### config.mk
export PLATFORM = sky130hd
export DESIGN_NAME = sync_interval_timer
export DESIGN_NICKNAME = d
export VERILOG_FILES = /design/src/rtl/sync_timer_pkg.sv /design/src/rtl/sync_down_counter.sv /design/src/rtl/sync_interval_timer.sv
export SDC_FILE = /design/constraint.sdc
export NUM_CORES = 1
export LEC_CHECK = 0
export ABC_AREA = 1
export CAP_MARGIN = 5
export CORE_ASPECT_RATIO = 2
export CORE_MARGIN = 10
export CORE_UTILIZATION = 55
export DETAILED_ROUTE_END_ITERATION = 16
export GPL_ROUTABILITY_DRIVEN = 0
export GPL_TIMING_DRIVEN = 1
export PLACE_DENSITY = 0.83
export SKIP_CTS_REPAIR_TIMING = 1
export SLEW_MARGIN = 10
export SYNTH_ARGS = -nofsm -noshare
export SYNTH_HDL_FRONTEND = slang
export SYNTH_HIERARCHICAL = 1
export SYNTH_SLANG_ARGS = --single-unit
### constraint.sdc
create_clock -name MasterClock -period 13.8 [get_ports MasterClock]
set_clock_uncertainty 0.15 [all_clocks]
set_input_delay 2.76 -clock MasterClock [delete_from_list [all_inputs] [get_ports MasterClock]]
set_output_delay 2.76 -clock MasterClock [all_outputs]
set_load 0.05 [all_outputs]
### src/rtl/sync_timer_pkg.sv
// Shared types and constants for the interval timer.
package sync_timer_pkg;
  typedef enum logic {ST_STOPPED = 1'b0, ST_RUNNING = 1'b1} tmr_state_e;
  localparam logic MODE_PERIODIC = 1'b1;
  localparam logic MODE_ONESHOT  = 1'b0;
  localparam int   TIMER_W       = 16;
endpackage

### src/rtl/sync_down_counter.sv
// Bit-sliced loadable down counter; each cell passes a borrow to the next,
// so the borrow out of the top cell is also the all-zero flag.
module sync_cnt_cell (
  input  logic gclk,
  input  logic grst,
  input  logic clr_i,
  input  logic ld_i,
  input  logic en_i,
  input  logic d_i,
  input  logic bin_i,
  output logic q_o,
  output logic bout_o
);
  logic q_q, q_d;

  always_comb begin
    q_d = q_q;
    if (clr_i)              q_d = 1'b0;
    else if (ld_i)          q_d = d_i;
    else if (en_i && bin_i) q_d = ~q_q;
  end

  always_ff @(posedge gclk or posedge grst)
    if (grst) q_q <= 1'b0;
    else      q_q <= q_d;

  assign q_o    = q_q;
  assign bout_o = bin_i & ~q_q;
endmodule

module sync_down_counter
  import sync_timer_pkg::*;
#(
  parameter int W = TIMER_W
) (
  input  logic         gclk,
  input  logic         grst,
  input  logic         clr_i,
  input  logic         ld_i,
  input  logic         en_i,
  input  logic [W-1:0] d_i,
  output logic [W-1:0] q_o,
  output logic         zero_o
);
  logic [W:0] brw;
  assign brw[0] = 1'b1;

  for (genvar i = 0; i < W; i++) begin : g_cell
    sync_cnt_cell u_cell (
      .gclk  (gclk),
      .grst  (grst),
      .clr_i (clr_i),
      .ld_i  (ld_i),
      .en_i  (en_i),
      .d_i   (d_i[i]),
      .bin_i (brw[i]),
      .q_o   (q_o[i]),
      .bout_o(brw[i+1])
    );
  end

  assign zero_o = brw[W];
endmodule

### src/rtl/sync_interval_timer.sv
// Programmable interval timer: reload register, run/stop FSM, TC pulse, IRQ latch.
// Optional input prescaler enabled by defining SYNC_TIMER_PRESCALE_EN.
module sync_interval_timer
  import sync_timer_pkg::*;
#(
  parameter int W                = TIMER_W,
  parameter bit PERIODIC_DEFAULT = 1'b1
) (
  input  logic         MasterClock,
  input  logic         RESET,
  input  logic         TICK,
  input  logic [W-1:0] DIN,
  input  logic         LD_RELOAD,
  input  logic         START,
  input  logic         STOP,
  input  logic         MODE_WR,
  input  logic         ACK,
`ifdef SYNC_TIMER_PRESCALE_EN
  input  logic [7:0]   PRESCALE,
`endif
  output logic [W-1:0] COUNT,
  output logic         TC,
  output logic         IRQ,
  output logic         RUNNING
);
  tmr_state_e  state_q, state_d;
  logic [W-1:0] reload_q, cnt_din;
  logic        mode_q, mode_now, tc_q, irq_q;
  logic        term, cnt_ld, cnt_en, zero, tick_eff;

`ifdef SYNC_TIMER_PRESCALE_EN
  logic [7:0] pre_q, pre_d;

  always_comb begin
    pre_d    = pre_q;
    tick_eff = 1'b0;
    if (STOP || START) pre_d = '0;
    else if (state_q == ST_RUNNING && TICK) begin
      if (pre_q == PRESCALE) begin
        pre_d    = '0;
        tick_eff = 1'b1;
      end else pre_d = pre_q + 8'd1;
    end
  end

  always_ff @(posedge MasterClock or posedge RESET)
    if (RESET) pre_q <= '0;
    else       pre_q <= pre_d;
`else
  assign tick_eff = TICK;
`endif

  // A mode write applies to a terminal count on the same edge.
  assign mode_now = MODE_WR ? DIN[0] : mode_q;

  always_ff @(posedge MasterClock or posedge RESET)
    if (RESET) state_q <= ST_STOPPED;
    else       state_q <= state_d;

  always_comb begin
    state_d = state_q;
    term    = 1'b0;
    cnt_ld  = 1'b0;
    cnt_en  = 1'b0;
    cnt_din = reload_q;
    if (STOP) state_d = ST_STOPPED;
    else if (START) begin
      state_d = ST_RUNNING;
      cnt_ld  = 1'b1;
      if (LD_RELOAD) cnt_din = DIN;
    end else if (state_q == ST_RUNNING && tick_eff) begin
      if (zero) begin
        term = 1'b1;
        if (mode_now == MODE_ONESHOT) state_d = ST_STOPPED;
        else                          cnt_ld  = 1'b1;
      end else cnt_en = 1'b1;
    end
  end

  always_comb RUNNING = (state_q == ST_RUNNING);

  always_ff @(posedge MasterClock or posedge RESET)
    if (RESET) begin
      reload_q <= '0;
      mode_q   <= PERIODIC_DEFAULT;
      tc_q     <= 1'b0;
      irq_q    <= 1'b0;
    end else begin
      if (LD_RELOAD) reload_q <= DIN;
      mode_q <= mode_now;
      tc_q   <= term;
      irq_q  <= term | (irq_q & ~ACK);
    end

  sync_down_counter #(.W(W)) u_cnt (
    .gclk  (MasterClock),
    .grst  (RESET),
    .clr_i (1'b0),
    .ld_i  (cnt_ld),
    .en_i  (cnt_en),
    .d_i   (cnt_din),
    .q_o   (COUNT),
    .zero_o(zero)
  );

  assign TC  = tc_q;
  assign IRQ = irq_q;
endmodule

---- Word-level counts from Yosys, hierarchy flattened ----
Index checks and enable logic that the tools add are counted.
operators by class
  mux-type cells .......................... 54
  bitwise operators ....................... 34
  reduce and logical (&&, ||, !) cells .... 35
  equality and inequality tests ........... 1
operators with widths
  kind                                   number
  1-bit 2-to-1 mux                       51
  16-bit 2-to-1 mux                      3
  2-bit nonzero test                     16
  1-bit NOT                              17
  1-bit AND                              16
  1-bit logical AND                      16
  3-bit nonzero test                     2
  3-bit != test (second input constant)  1
  3-bit AND reduction                    1
  1-bit OR                               1
storage, ports and cells
  output and inout bits ................... 19
  register bits after elaboration ......... 36
  logic and storage cells ................. 145
  input port bits ......................... 24

---- Longest topological paths before layout ----
  depth in word-level cells ............... 23
  gate-level depth with buffers ........... 39
  depth with buffers taken out ............ 39

---- By module ----
The synthesis kept the hierarchy.
modules (own cells, without submodules)
  module               area an instance (µm²)  seq. area each (µm²)  instances  cells each
  sync_cnt_cell        76.3                    25.0                  16         12
  sync_interval_timer  996.0                   501.7                 1          135
  sync_down_counter    3.8                     0.0                   1          1

---- Worst setup path after synthesis ----
OpenSTA, ideal clock, no wires.
  path kind ............................... input to register
  start point ............................. in START
  end point ............................... reg u_cnt.g_cell[0].u_cell.q_q
  required time ........................... 13.528 ns
  cell stages on the path ................. 6
  slack ................................... 8.661 ns
  arrival time ............................ 4.867 ns
  path buffers ............................ 0
  library setup time ...................... 0.122 ns
  path through ............................ inv_1 nand2_1 nor3_1 nand3_1 nand2_1 a21oi_2
on the way
  cells in the longest elaborated chain, start to end .. 3
  elaborated cells on any way between the ends .. 8
  those cells by class .................... mux: 7; reduce/logical: 1
ends and longest elaborated chain
  item                          line                       text
  start: declaration            sync_interval_timer.sv:14  input logic START,
  1-bit 2-to-1 mux              sync_interval_timer.sv:67  else if (START) begin
  1-bit 2-to-1 mux              sync_interval_timer.sv:66  if (STOP) state_d = ST_STOPPED;
  via cnt_en                    sync_interval_timer.sv:29  logic term, cnt_ld, cnt_en, zero, tick_eff;
  2-bit nonzero test (no line)  -
  end signal: assignment        sync_down_counter.sv:25    else q_q <= q_d;
  end: declaration              sync_down_counter.sv:14    logic q_q, q_d;
The timed path passes the listed nets, and every way through them passes these cells.
A chain may end at the register's enable or synchronous reset.

---- Worst setup path in the final report ----
  start point ............................. reg u_cnt.g_cell[0].u_cell.q_q
  end point ............................... reg u_cnt.g_cell[11].u_cell.q_q
on the way
  elaborated cells on any way between the ends .. 27
  those cells by class .................... mux: 9; bitwise: 16; reduce/logical: 2
RTL lines
  item                                                           line                       text
  1-bit NOT *                                                    sync_down_counter.sv:28    assign bout_o = bin_i & ~q_q;
  via u_cnt.brw[1]                                               sync_down_counter.sv:45    logic [W:0] brw;
  1-bit AND *                                                    sync_down_counter.sv:28
  via u_cnt.brw[2]                                               sync_down_counter.sv:45
  1-bit AND *                                                    sync_down_counter.sv:28
  via u_cnt.brw[3]                                               sync_down_counter.sv:45
  1-bit AND *                                                    sync_down_counter.sv:28
  via u_cnt.brw[4]                                               sync_down_counter.sv:45
  (+1 left out)                                                  -
  via u_cnt.brw[5]                                               sync_down_counter.sv:45
  (+1 left out)                                                  -
  via u_cnt.brw[6]                                               sync_down_counter.sv:45
  (+1 left out)                                                  -
  via u_cnt.brw[7]                                               sync_down_counter.sv:45
  (+1 left out)                                                  -
  via u_cnt.brw[8]                                               sync_down_counter.sv:45
  (+1 left out)                                                  -
  via u_cnt.brw[9]                                               sync_down_counter.sv:45
  (+1 left out)                                                  -
  via u_cnt.brw[10]                                              sync_down_counter.sv:45
  (+1 left out)                                                  -
  via u_cnt.brw[11]                                              sync_down_counter.sv:45
  (+1 left out)                                                  -
  via u_cnt.brw[12]                                              sync_down_counter.sv:45
  (+1 left out)                                                  -
  via u_cnt.brw[13]                                              sync_down_counter.sv:45
  (+1 left out)                                                  -
  via u_cnt.brw[14]                                              sync_down_counter.sv:45
  (+1 left out)                                                  -
  via u_cnt.brw[15]                                              sync_down_counter.sv:45
  1-bit AND *                                                    sync_down_counter.sv:28
  via zero                                                       sync_interval_timer.sv:29
  1-bit 2-to-1 mux *                                             sync_interval_timer.sv:72  if (zero) begin
  1-bit 2-to-1 mux *                                             sync_interval_timer.sv:71  end else if (state_q == ST_RUNNING && tick_eff) begin
  1-bit 2-to-1 mux *                                             sync_interval_timer.sv:67
  1-bit 2-to-1 mux *                                             sync_interval_timer.sv:66
  via cnt_ld                                                     sync_interval_timer.sv:29
  1-bit 2-to-1 mux / 2-bit nonzero test (equally long branches)  -
  end signal: assignment                                         sync_down_counter.sv:25
  end: declaration                                               sync_down_counter.sv:14
Mark *: on every way through the listed nets, which the timed path passes. The rest lies on a longest branch.

==> flow_metrics.env <==
export IMPL_drive_gt1_share_pct=11.1
export IMPL_wirelength_um=4940
export IMPL_rsz0062_at_grt="no"
export IMPL_cp_max_fo=16
export IMPL_synth_fa_ha_area_share_pct=0
export IMPL_clock_latency_ns=0.29
export IMPL_max_slew_margin_pct=26.7
export IMPL_p_per_area_nw_per_um2=93.9
export IMPL_viasPerCell=4.69
export IMPL_worstPathArrival_ns=5.46
export IMPL_setup_tns_ns=0
export IMPL_wl_per_cell_um=11.2
export IMPL_ant_nets=0
export IMPL_hold_end="reload_q[8]"
export IMPL_fp_coreArea_um2=3880
export IMPL_synth_compound_area_share_pct=19.4
export IMPL_ys_seq_area_share_pct=40.6
export IMPL_hold_class="register to register"
export IMPL_worstMarginPinSlew_ns=1.10
export IMPL_cts_tree="built"
export IMPL_fin_ws_ns=8.36
export IMPL_dieArea_um2=7130
export IMPL_synth_mux_area_share_pct=0
export IMPL_drt_iter0_drc=70
export IMPL_drc=0
export IMPL_vias=2065
export IMPL_synth_top_family_by_area="simple AND/OR/NAND/NOR gates"
export IMPL_syn2layout_area_growth_pct=28.0
export IMPL_pre_cts_ws_ns=8.43
export IMPL_row_count=32
export IMPL_startpoint_type="register"
export IMPL_antenna_found_initial=0
export IMPL_dp_hpwl_um=3830
export IMPL_synth_distinct_cells=18
export IMPL_critPathSlowestCell="nand2_1"
export IMPL_grt_max_degree=34
export IMPL_whs_ns=0.384
export IMPL_start_util_pct=57.2
export IMPL_final_common_cell="nand2_1"
export IMPL_slowest_delay_ns=0.45
export IMPL_worst_r2r_path_depth=38
export IMPL_cp_common_cell="inv_1"
export IMPL_status="complete, no violations"
export IMPL_slew_viol_final=0
export IMPL_yosys_warnings=6
export IMPL_reg2reg_from="u_cnt/g_cell[0].u_cell/q_o"
export IMPL_path_clk_slew_ns=0.07
export IMPL_synth_xor_area_share_pct=0
export IMPL_hold_viol=0
export IMPL_ir_drop_mv=0.0866
export IMPL_r2r_end="u_cnt/g_cell[11].u_cell/q_o"
export IMPL_max_freq_mhz=184
export IMPL_maxCapViolations=0
export IMPL_finalCritPeriodShare_pct=39.4
export IMPL_grt_use_total_pct=14.7
export IMPL_syn_avg_cell_area_um2=6.77
export IMPL_first_global_vias=2013
export IMPL_grt_pass1_wl_um=8420
export IMPL_p_leak_nw=1.43
export IMPL_cts_buffers_inserted=5
export IMPL_final_cell_mix="90 x nand2_1, 74 x inv_1, 42 x clkdlybuf4s50_1"
export IMPL_hold_start="reload_q[8]"
export IMPL_cp_required_ns=13.83
export IMPL_nets=413
export IMPL_setup_violations=0
export IMPL_overflow=0
export IMPL_hold_depth=2
export IMPL_cts_max_level=2
export IMPL_clockRootBuffer="clkbuf_8"
export IMPL_period_needed_ns=5.44
export IMPL_cp_end_kind="register"
export IMPL_power_mw=0.267
export IMPL_clock_sinks=36
export IMPL_io_buffers=42
export IMPL_die_w_um=64.9
export IMPL_synthCells=328
export IMPL_ys_ff_latch=36
export IMPL_n_antenna_cell=0
export IMPL_worstSetupPathType="register to register"
export IMPL_cts_max_path_buffers=2
export IMPL_die_h_um=110
export IMPL_io_pins=43
export IMPL_yosys_area_share_simple_pct=22.8
export IMPL_r2r_slack_ns=8.36
export IMPL_syn_area_um2=2220
export IMPL_drt_pass1_iter_count=4
worst max-delay path by stage:
stage                                        endpoint                        from  cells past startpoint  slack (ns)
final                     u_cnt/g_cell[11].u_cell/q_o  u_cnt/g_cell[0].u_cell/q_o                     38        8.36
after global routing      u_cnt/g_cell[11].u_cell/q_o  u_cnt/g_cell[0].u_cell/q_o                     38        7.56
after CTS                 u_cnt/g_cell[11].u_cell/q_o  u_cnt/g_cell[0].u_cell/q_o                     38        8.36
after detailed placement  u_cnt/g_cell[11].u_cell/q_o  u_cnt/g_cell[0].u_cell/q_o                     38        8.43
after global placement     u_cnt/g_cell[4].u_cell/q_o                       START                      8        8.52
after floorplan            u_cnt/g_cell[0].u_cell/q_o                       START                      6        8.66
power by group:
part / internal (mW) / total [mW] / switching, mW
clock network: 0.0445 / 0.0812 / 0.0367
logic: 0.0243 / 0.0668 / 0.0424
registers: 0.114 / 0.119 / 0.00530
total: 0.183 / 0.267 / 0.0845
registers in the layout, indices dropped and copies added, names as in the netlist:
signal,flops
reload_q,16
u_cnt/g_cell.u_cell/q_o,16
IRQ,1
RUNNING,1
TC,1
mode_q,1
critical path: cells and delay by family (launching register included):
| family | cells | cell delay, ns |
|---|---|---|
| AND/OR/NAND/NOR | 19 | 3.32 |
| buffers and inverters | 17 | 1.15 |
| flip-flops | 1 | 0.42 |
| AO/OA/AOI/OAI | 2 | 0.27 |
synth_stat cells:
library cell,count,area share (%)
buf_2,3,0.68
dfrtp_1,35,39
inv_1,74,13
clkbuf_2,1,0.23
nor2_1,18,3.0
a21oi_2,16,6.3
conb_1,2,0.34
nand3_1,18,4.1
o21bai_1,16,5.4
dfstp_2,1,1.2
nor2_2,1,0.28
nand2_1,90,15
nor3_1,1,0.23
buf_4,2,0.68
o21ai_1,20,4.5
inv_2,16,2.7
o21ai_0,13,2.9
o22ai_1,1,0.28
stage by stage:
step	instance area, um2	util [%]	instances
6_report	2840	73.2	440
5_1_grt	2840	73.2	440
4_1_cts	2840	73.2	440
3_5_place_dp	2750	70.7	433
3_3_place_gp	2750	70.7	433
2_1_floorplan	2280	-	345
layout make-up:
cell class | count | area, um2
timing repair buffer | 43 | 428
inverter | 90 | 338
tap | 51 | 63.8
fill | 352 | 1040
sequential | 36 | 902
multi-input combinational | 213 | 1010
clock buffer | 7 | 96.3
kinds of logic (layout without fill, tap and decap cells):
logic type / count (synthesis) / in the layout
DFF: 36 / 36
and+or+nand+nor: 128 / 128
buffers and inverters: 96 / 140
other: 2 / 19
AOI/OAI and AO/OA: 66 / 66
routing by layer:
layer | part of all wire [%] | GRT usage [%] | vias to the layer above
met2 | 54 | 27.3 | 37
met3 | 3.5 | 3.57 | 11
met4 | 2.9 | 7.38 | 0
li1 | - | - | 1080
met5 | 0 | 0 | -
met1 | 40 | 14.5 | 937
No activity file was read; power rests on OpenSTA's default activity.
==> RTL edit 1: new RTL, same settings <==
Change the parameter `PERIODIC_DEFAULT` from 1'b1 to 1'b0.
--- a/src/rtl/sync_interval_timer.sv
+++ b/src/rtl/sync_interval_timer.sv
@@ -5,5 +5,5 @@
 #(
   parameter int W                = TIMER_W,
-  parameter bit PERIODIC_DEFAULT = 1'b1
+  parameter bit PERIODIC_DEFAULT = 1'b0
 ) (
   input  logic         MasterClock,
Function: changed (Yosys sat finds a counterexample within 4 cycles, from zero or initial values and one cycle with RESET high).
==> RTL edit 1 against the original RTL <==
  * Final cell count rose by 0.23%
  * Power rose by 7.6%
  * Sequential power barely moved
  * Area after synthesis barely moved
  * First-iteration DRC count did not move
  * Sequential cell count did not move
  * Wire length rose by 1.4%
  * Cell area rose by 1.0%
  * Sequential share of layout area fell by 0.36 points
  * Worst setup slack got worse by 0.033 ns
  * Critical endpoint is now u_cnt/g_cell[14].u_cell/q_o
  * Non-clock buffer count did not move
  * Critical path depth did not move
  * Largest power group unchanged
  * Global-route usage rose by 0.30 points
==> RTL edit 1: results (changes against the original RTL) <==
Placed Area=0.00275 mm^2 (about the same); Final nets=413 (unchanged); final cell count without fillers=441 (was 440); Internal=0.000202 W (was 0.000183 W); Distinct cells, synth=17 (was 18); Slew headroom=30.5% (was 26.7%); clk sinks=36 (unchanged); DR WL/cell=11.4 um (was 11.2 um); IO Port Bufs=42 (unchanged); slowest stage cell, crit path=nand2_1 (unchanged); pin count of the biggest net entering global routing=34 (unchanged); Seq/Total Area, Yosys=40.6% (about the same); final hold slack=0.382 ns (was 0.384 ns); Hold Startpoint=reload_q[4] (was reload_q[8]); LEAKAGE=1.45 nW (was 1.43 nW); Avg Synthesized Cell Area=6.77 um^2 (about the same); Primary FF master, synth=dfrtp_1 (unchanged); top post-synthesis cells by count=nand2_1, inv_1, dfrtp_1 (unchanged); hold depth=2 (unchanged); Synth Area in Compound Gates=19.4% (about the same); Worst VDD drop=0.133 mV (was 0.0866 mV); CP endpoint kind=flop (unchanged); H-tree Lvls=2 (unchanged); Area contributors post-synth=dfrtp_1, nand2_1, inv_1 (unchanged); first-pass GRT wire length=8.63 mm (was 8.42 mm); vias per cell=4.65 (was 4.69); clk slew on worst S/H paths=0.07 ns (about the same); Crit path largest cell delay=0.45 ns (about the same); final setup vio count=0 (unchanged); worst setup margin=8.33 ns (was 8.36 ns); GRT Resource Usage Total=15.0% (was 14.7%); Clock Path Buffers=2 (unchanged); placed cell count=433 (unchanged); post-DP HPWL=3.89 mm (was 3.83 mm); xor/xnor share of the synthesized area=0% (unchanged); clk_lat worst skew=between 0.2 and 0.3 ns; CP max FO=16 (unchanged); share of cells above drive strength 1=11.0% (was 11.1%); WP data arrival=5.49 ns (was 5.46 ns); Hold Crit Endpoint=reload_q[4] (was reload_q[8]); status=completed (unchanged); Iter 0 DRT Violations=70 (unchanged); Synth Area in Adders=0% (unchanged); Worst R2R End=u_cnt/g_cell[14].u_cell/q_o (was u_cnt/g_cell[11].u_cell/q_o); vias in the first global route=2035 (was 2013); CP Launch Point=u_cnt/g_cell[0].u_cell/q_o (unchanged)
RTL edit 1: layout make-up:
| cell class | count | area (um^2) |
|---|---|---|
| clock buffers | 7 | 96.3 |
| clock inverters | 1 | 30.0 |
| fillers | 345 | 1010 |
| inverters | 90 | 338 |
| multi-input cells | 213 | 1010 |
| flip-flops and latches | 36 | 901 |
| well taps | 51 | 63.8 |
| repair buffers | 43 | 428 |
RTL edit 1: layer usage:
metal | part of all wire (%) | track usage (%)
met5 | 0 | 0
met1 | 37 | 14.5
met2 | 55 | 28.5
met4 | 1.9 | 6.15
met3 | 5.5 | 4.18
RTL edit 1: power groups by stage:
| stage | clock network (W) | logic (W) | registers [W] |
|---|---|---|---|
| floorplan | 0 | 0.0000325 | 0.000133 |
| global placement | 0 | 0.0000655 | 0.000121 |
| detailed placement | 0 | 0.0000674 | 0.000121 |
| CTS | 0.000103 | 0.0000677 | 0.000119 |
| global route | 0.000107 | 0.0000742 | 0.000120 |
| finish | 0.000101 | 0.0000668 | 0.000119 |
==> RTL edit 2: new RTL, same flow settings <==
Without the edit above. Register the output `COUNT`, with the module's reset; this adds one clock of latency there. The other outputs are not delayed to match.
--- a/src/rtl/sync_interval_timer.sv
+++ b/src/rtl/sync_interval_timer.sv
@@ -24,4 +24,6 @@
   output logic         RUNNING
 );
+
+  logic [W-1:0] COUNT_d;
   tmr_state_e  state_q, state_d;
   logic [W-1:0] reload_q, cnt_din;
@@ -100,5 +102,5 @@
     .en_i  (cnt_en),
     .d_i   (cnt_din),
-    .q_o   (COUNT),
+    .q_o   (COUNT_d),
     .zero_o(zero)
   );
@@ -106,4 +108,12 @@
   assign TC  = tc_q;
   assign IRQ = irq_q;
+  always_ff @(posedge MasterClock or posedge RESET) begin
+    if (RESET) begin
+      COUNT <= '0;
+    end else begin
+      COUNT <= COUNT_d;
+    end
+  end
+
 endmodule
 
Formal check against the unedited RTL: not equivalent (Yosys sat finds a counterexample within 4 cycles, from zero or initial values and one cycle with RESET high).
==> RTL edit 2 against the original RTL <==
  * Wire length increased by 8.0%
  * Worst setup slack improved by 0.034 ns
  * Sequential cell count increased by 16
  * Power increased by 21%
  * Cell area increased by 14%
  * Combinational power increased by 2%
  * First-iteration DRC count decreased by 1.4%
  * Count of clock-buffer cells in the layout unchanged
  * Non-clock buffer count increased by 1
  * Area after synthesis increased by 18%
  * Global-route usage decreased by 0.21 points
  * Clock power increased by 3.3%
  * Critical path type unchanged
  * Critical endpoint is now u_cnt/g_cell[5].u_cell/q_o
  * Largest cell class is now registers
  * Highest routed layer unchanged
==> RTL edit 2: results (changes against the original RTL) <==
Filler cells=391 (was 352); WL met3=294 um (was 173 um); WP data arrival=5.45 ns (was 5.46 ns); post-synthesis async set-or-reset flop share=100% (unchanged); LEAKAGE=1.64 nW (was 1.43 nW); vias in the first global route=2229 (was 2013); dpl ws=8.38 ns (was 8.43 ns); top routing layer used=met4 (unchanged); DRT met1 WL=2.14 mm (was 1.95 mm); status=completed (unchanged); clk_lat worst skew=0.31 ns (was 0.29 ns); Clock Path Buffers=2 (unchanged); first-pass GRT wire length=9.36 mm (was 8.42 mm); Seq/Total Area, Yosys=49.7% (was 40.6%); Avg Synthesized Cell Area=7.62 um^2 (was 6.77 um^2); met1 GRT Util=15.7% (was 14.5%); Placed Area=0.00316 mm^2 (was 0.00275 mm^2); placed cell count=454 (was 433); Area contributors post-synth=dfrtp_1, nand2_1, inv_1 (unchanged); GRT Resource Usage Total=14.5% (was 14.7%); final cell count without fillers=462 (was 440); Slew headroom=28.7% (was 26.7%); top post-synthesis cells by count=nand2_1, inv_1, dfrtp_1 (unchanged); share of cells above drive strength 1=10.6% (was 11.1%); routed length on met2=2.74 mm (was 2.67 mm); vias per cell=4.76 (was 4.69); Worst VDD drop=0.0900 mV (was 0.0866 mV); hold depth=0 (was 2); DR WL/cell=11.5 um (was 11.2 um); met2 global-route usage=24.5% (was 27.3%); Final nets=430 (was 413)
[RTL edit 2: logic make-up after synthesis]
logic type / Yosys count / synth area share, %
compound gates: 66 / 16.5
buf+inv: 96 / 14.2
flops: 52 / 49.7
other cells: 2 / 0.287
simple gates: 128 / 19.3
[RTL edit 2: per-stage QoR]
stage / total power, W / util [%]
2_1_floorplan: 0.000218 / -
3_3_place_gp: 0.000240 / 68.7
3_5_place_dp: 0.000242 / 68.7
4_1_cts: 0.000326 / 70.5
5_1_grt: 0.000339 / 70.5
6_report: 0.000322 / 70.5
[RTL edit 2: layout make-up]
type | instances | area share, %
repair buffers | 44 | 13.4
clock inverters | 1 | 0.154
clock buffers | 7 | 2.36
well taps | 55 | 2.12
multi-input cells | 213 | 31.3
flip-flops and latches | 52 | 40.2
inverters | 90 | 10.4
[RTL edit 2: power by group]
group          switching (W)   total, W  internal, W
logic              0.0000435  0.0000681    0.0000246
registers         0.00000618   0.000170     0.000164
clock network      0.0000482  0.0000839    0.0000357
[RTL edit 2: final timing paths]
kind	startpoint	endpoint	slack [ns]
max	u_cnt/g_cell[0].u_cell/q_o	u_cnt/g_cell[5].u_cell/q_o	8.40
min	u_cnt/g_cell[15].u_cell/q_o	COUNT[15]	0.30
max reg2reg	u_cnt/g_cell[0].u_cell/q_o	u_cnt/g_cell[5].u_cell/q_o	8.40
min reg2reg	u_cnt/g_cell[15].u_cell/q_o	COUNT[15]	0.30
max in group asynchronous	RESET	COUNT[12]	9.60
min in group asynchronous	RESET	u_cnt/g_cell[10].u_cell/q_o	2.89
[RTL edit 2: worst register-to-register path: cells and delay by family (launching register included)]
family	cells	cell delay (ns)
flip-flops	1	0.43
AO/OA/AOI/OAI	2	0.24
AND/OR/NAND/NOR	19	3.35
buffers and inverters	17	1.15
